### src/rtl/serializer.sv
// serializer
//   Wide-to-narrow serializer. Accepts in_bit_width-wide words over a valid/ready
//   handshake and emits them least-significant segment first as out_bit_width
//   segments over the data_ready/read_data handshake. A one-deep pending buffer
//   lets back-to-back words stream at one segment per cycle.
//
// Ports:
//   clk         in   clock, rising edge
//   reset       in   synchronous, active-high reset
//   wr_valid    in   upstream presents a wide word on data_in
//   wr_ready    out  a wide word can be accepted this cycle
//   data_in     in   wide word, sampled on wr_valid & wr_ready
//   data_ready  out  a segment is valid on data_out
//   read_data   in   downstream consumes the current segment
//   data_out    out  current segment
//   last_seg    out  current segment is the final one of its word
module serializer #(
    parameter int unsigned in_bit_width  = 512,
    parameter int unsigned out_bit_width = 32
) (
    input  logic                     clk,
    input  logic                     reset,
    input  logic                     wr_valid,
    output logic                     wr_ready,
    input  logic [in_bit_width-1:0]  data_in,
    output logic                     data_ready,
    input  logic                     read_data,
    output logic [out_bit_width-1:0] data_out,
    output logic                     last_seg
);

    localparam int unsigned NUM_SEG = in_bit_width / out_bit_width;
    localparam int unsigned SEG_BW  = $clog2(NUM_SEG);
    localparam logic [SEG_BW-1:0] LAST_IDX = SEG_BW'(NUM_SEG - 1);

    typedef enum logic [1:0] {
        StEmpty,
        StActive,
        StFull
    } state_e;

    state_e                  r_state;
    logic [SEG_BW-1:0]       r_seg_cnt;
    logic [in_bit_width-1:0] r_active_buf;
    logic [in_bit_width-1:0] r_pending_buf;

    state_e                  w_state_d;
    logic [SEG_BW-1:0]       w_seg_cnt_d;
    logic [in_bit_width-1:0] w_active_buf_d;
    logic [in_bit_width-1:0] w_pending_buf_d;

    logic w_acc;
    logic w_rd;
    logic w_fin;

    // Segment view of the active word; index 0 is the least-significant slice.
    logic [NUM_SEG-1:0][out_bit_width-1:0] w_segs;

    assign w_segs     = r_active_buf;
    assign wr_ready   = !reset && (r_state != StFull);
    assign data_ready = (r_state != StEmpty);
    assign data_out   = w_segs[r_seg_cnt];
    assign last_seg   = data_ready && (r_seg_cnt == LAST_IDX);

    assign w_acc = wr_valid && wr_ready;
    assign w_rd  = read_data && data_ready;
    assign w_fin = w_rd && (r_seg_cnt == LAST_IDX);

    always_ff @(posedge clk) begin
        if (reset) begin
            r_state       <= StEmpty;
            r_seg_cnt     <= '0;
            r_active_buf  <= '0;
            r_pending_buf <= '0;
        end else begin
            r_state       <= w_state_d;
            r_seg_cnt     <= w_seg_cnt_d;
            r_active_buf  <= w_active_buf_d;
            r_pending_buf <= w_pending_buf_d;
        end
    end

    always_comb begin
        w_state_d       = r_state;
        w_active_buf_d  = r_active_buf;
        w_pending_buf_d = r_pending_buf;
        // NUM_SEG is a power of two, so the counter wraps to 0 naturally.
        w_seg_cnt_d     = w_rd ? r_seg_cnt + SEG_BW'(1) : r_seg_cnt;

        unique case (r_state)
            StEmpty: begin
                if (w_acc) begin
                    w_active_buf_d = data_in;
                    w_state_d      = StActive;
                end
            end
            StActive: begin
                if (w_fin && w_acc) begin
                    // Bypass: new word goes straight to active, no bubble.
                    w_active_buf_d = data_in;
                end else if (w_fin) begin
                    w_state_d = StEmpty;
                end else if (w_acc) begin
                    w_pending_buf_d = data_in;
                    w_state_d       = StFull;
                end
            end
            StFull: begin
                // wr_ready is low here, so only the drain can happen.
                if (w_fin) begin
                    w_active_buf_d = r_pending_buf;
                    w_state_d      = StActive;
                end
            end
            default: begin
                w_state_d = StEmpty;
            end
        endcase
    end

endmodule

### config.mk
export PLATFORM = sky130hd
export DESIGN_NAME = serializer
export DESIGN_NICKNAME = d
export VERILOG_FILES = /design/src/rtl/serializer.sv
export SDC_FILE = /design/constraint.sdc
export NUM_CORES = 2
export LEC_CHECK = 0
export ABC_AREA = 0
export CORE_ASPECT_RATIO = 0.5
export CORE_MARGIN = 3
export CORE_UTILIZATION = 56
export DETAILED_ROUTE_END_ITERATION = 16
export GPL_ROUTABILITY_DRIVEN = 0
export PLACE_DENSITY = 0.79
export SLEW_MARGIN = 20
export SYNTH_ARGS = -nofsm -noshare
export SYNTH_HDL_FRONTEND = slang
export SYNTH_SLANG_ARGS = --single-unit
### constraint.sdc
create_clock -name clk -period 2.8 [get_ports clk]
set_input_delay 0.56 -clock clk [delete_from_list [all_inputs] [get_ports clk]]
set_output_delay 0.56 -clock clk [all_outputs]
set_load 0.01 [all_outputs]
==> results_dict.tcl <==
set metrics [dict create \
    grt_max_degree 178 \
    fin_crit_ns 3.20 \
    layout.nets 5766 \
    place_area_sq_mm 0.0568 \
    arrival_ns 2.64 \
    drive_above_1_share 0.214 \
    crit_fanout 8 \
    r2r_slack_ns -0.01 \
    setup_ws_ns -0.401 \
    maxSlewViolCount 0 \
    cts.sinks 1030 \
    core.rowCount 76 \
    postRouteWirelength_um 188000 \
    start_util 0.573 \
    grt_pass1_wl_um 276000 \
    io_buffers 550 \
    avgRoutedWirePerCell_um 28.9 \
    first_pass_iters 8 \
    synth_seq_cells 1030 \
    path_cells "buf_12 > buf_8 > buf_16 > mux4_2 > o22ai_4 > nor2_1 > buf_2" \
    layout_common_cells "1025 x dfxtp_1, 517 x clkdlybuf4s50_1, 515 x a21oi_1, 514 x inv_1, 514 x nand2_1" \
    clkTransAtPathRegs_ns 0.07 \
    cp.required_ns 2.24 \
    cts_root_buf "clkbuf_16" \
    synth-async-reset-ratio 0 \
    multiInputGateArea_sq_mm 0.0254 \
    critPathBufInv 4 \
    p_per_area_mw_per_mm2 569 \
    irDropWorstVdd_mv 0.426 \
    die_h_um 217 \
    core_sq_mm 0.0872 \
    hold_slack_ns 0.455 \
    die_x_um 428 \
    layout_worst_path_cycle_share 1.14 \
    outcome "finished, violations left" \
    failed_checks "negative setup slack" \
    groute.usage.overall 0.384 \
    maxCapViolations 0 \
    setup.worst_path.class "reg -> out" \
    synth_ff_type "dfxtp_1" \
    clockBufferDepth 3 \
    crit_family "buffers and inverters" \
    crit_path_top_delay_cell "mux4_2" \
    clk-insertion-delay-late_ns 0.69 \
    setup_tns_ns -10.25 \
    hp-class "in -> reg" \
    mostFrequentLayoutCell "dfxtp_1" \
    skew_ns 0.0263 \
    yosysSeqAreaShare 0.413 \
    fill_cells 5802 \
    num_vias 44662 \
    cpPeakStageDelay_ns 0.54 \
    yosys_warnings 0 \
    netlist_instances 4923 \
    finalCoreUtilization 0.709 \
    area_growth_pct 23.7 \
    leakagePower_uw 0.0254 \
    startpoint_type "register" \
    synth_edf_count 0 \
    max_slew.worst_pin.slew_ns 0.992 \
    routed_via_density 6.87 \
    regArea_sq_mm 0.0206 \
    drt_iter0_markers 6738 \
    rsz0062_at_grt "yes" \
    drc 0 \
    io-pin-count 551 \
    ant_nets 0 \
    synth_area_sq_mm 0.0500 \
    grt_pass1_vias 43290 \
    cts_buffers 89 \
    max_freq_mhz 312 \
    dp_hpwl_um 122000 \
    timing.final.hold_violations 0 \
    dieArea_sq_mm 0.0931 \
    relSlewSlack 0.338 \
    end_kind "output port" \
    ys_types 35 \
    postLayoutCellArea_sq_mm 0.0618 \
    syn-num-nets 5440 \
    antenna_found_initial 17 \
    tritoncts "done" \
    postCtsHoldBufs 0 \
    setup_viol 34 \
    htree_levels 3 \
    grt-ovfl-total 0 \
    avgSynthCellArea_sq_um 10.2 \
]
[synth_stat cells (2+ instances only)]
cell type	instances	area [sq um]
mux2i_1	512	5120
a221oi_1	32	280
nand2b_1	3	18.8
inv_1	514	1930
nand2_1	515	1930
clkbuf_1	294	1100
o21ai_0	2	10.0
a221oi_2	480	7210
o22ai_1	64	400
a21oi_1	515	2580
o31ai_1	512	3840
mux4_2	128	2880
nor2_1	37	139
buf_2	171	856
dfxtp_1	1030	20600
buf_1	2	7.51
xor2_1	2	17.5
nand3_1	4	20.0
nor2b_1	2	12.5
buf_6	54	608
buf_4	36	270
[path summary, 6_finish.rpt]
kind                      startpoint                 end  cells after the start
setup / recovery        r_seg_cnt[1]         data_out[8]                      7
hold reg to reg   r_pending_buf[123]  r_pending_buf[123]                      2
setup reg to reg        r_seg_cnt[1]   r_active_buf[503]                     10
hold / removal            data_in[6]     r_active_buf[6]                      3
[registers in the layout (all words and copies together), names as in the netlist]
| name | cells |
|---|---|
| r_active_buf | 512 |
| r_state | 2 |
| r_seg_cnt | 4 |
| r_pending_buf | 512 |
[power by group]
part	leakage (uW)	switching [uW]	total (uW)	internal, uW
clock	0.00151	5910	13500	7560
sequential	0.00841	797	16300	15500
combinational	0.0154	3060	5440	2380
total	0.0254	9760	35200	25400
[worst reg2reg max path, delay by kind of cell (launching register included)]
| kind | cells | cell delay (ns) |
|---|---|---|
| and+or+nand+nor | 1 | 0.31 |
| buffers and inverters | 6 | 1.27 |
| DFF | 1 | 0.37 |
| adders and majority gates | 1 | 0.25 |
| AOI/OAI and AO/OA | 2 | 0.51 |
[per-layer routing]
layer  wire length, um  track usage  up-vias  share of wire
li1                  -            -    18810              -
met1             68000        0.468    21704           0.36
met2             81200        0.568     3268           0.43
met3             22200        0.121      876           0.12
met4             16500        0.295        4          0.088
met5                27            0        -        0.00014
[cell type report]
type,count,area share
multi-input combinational,2821,0.412
sequential,1030,0.334
timing repair buffer,792,0.149
clock buffer,121,0.0410
inverter,515,0.0314
tap,1170,0.0237
clock inverter,40,0.00895
antenna,13,0.000526
[through the flow]
step	std cells	total power (uW)	setup slack, ns
after floorplan	4923	19300	0.529
after global placement	6270	21300	-0.323
after detailed placement	6270	21400	-0.320
after CTS	6480	34800	-0.337
after global routing	6491	35900	-0.392
final	6502	35200	-0.401
[logic make-up after synthesis]
kind of cell	Yosys count	share of synthesized area
AOI/OAI and AO/OA	1610	0.287
buffers and inverters	1072	0.0956
DFF	1030	0.413
muxes	640	0.160
and+or+nand+nor	568	0.0435
xor gates and xnor gates	2	0.000351
adders and majority gates	1	0.000250
[what timing repair did]
item	4_1_cts	5_1_grt
buffers inserted	44	10
pin swaps	70	20
gates cloned	15	2
setup endpoints to repair	34	276
resized for setup	343	30
No activity file was read; power rests on OpenSTA's default activity.
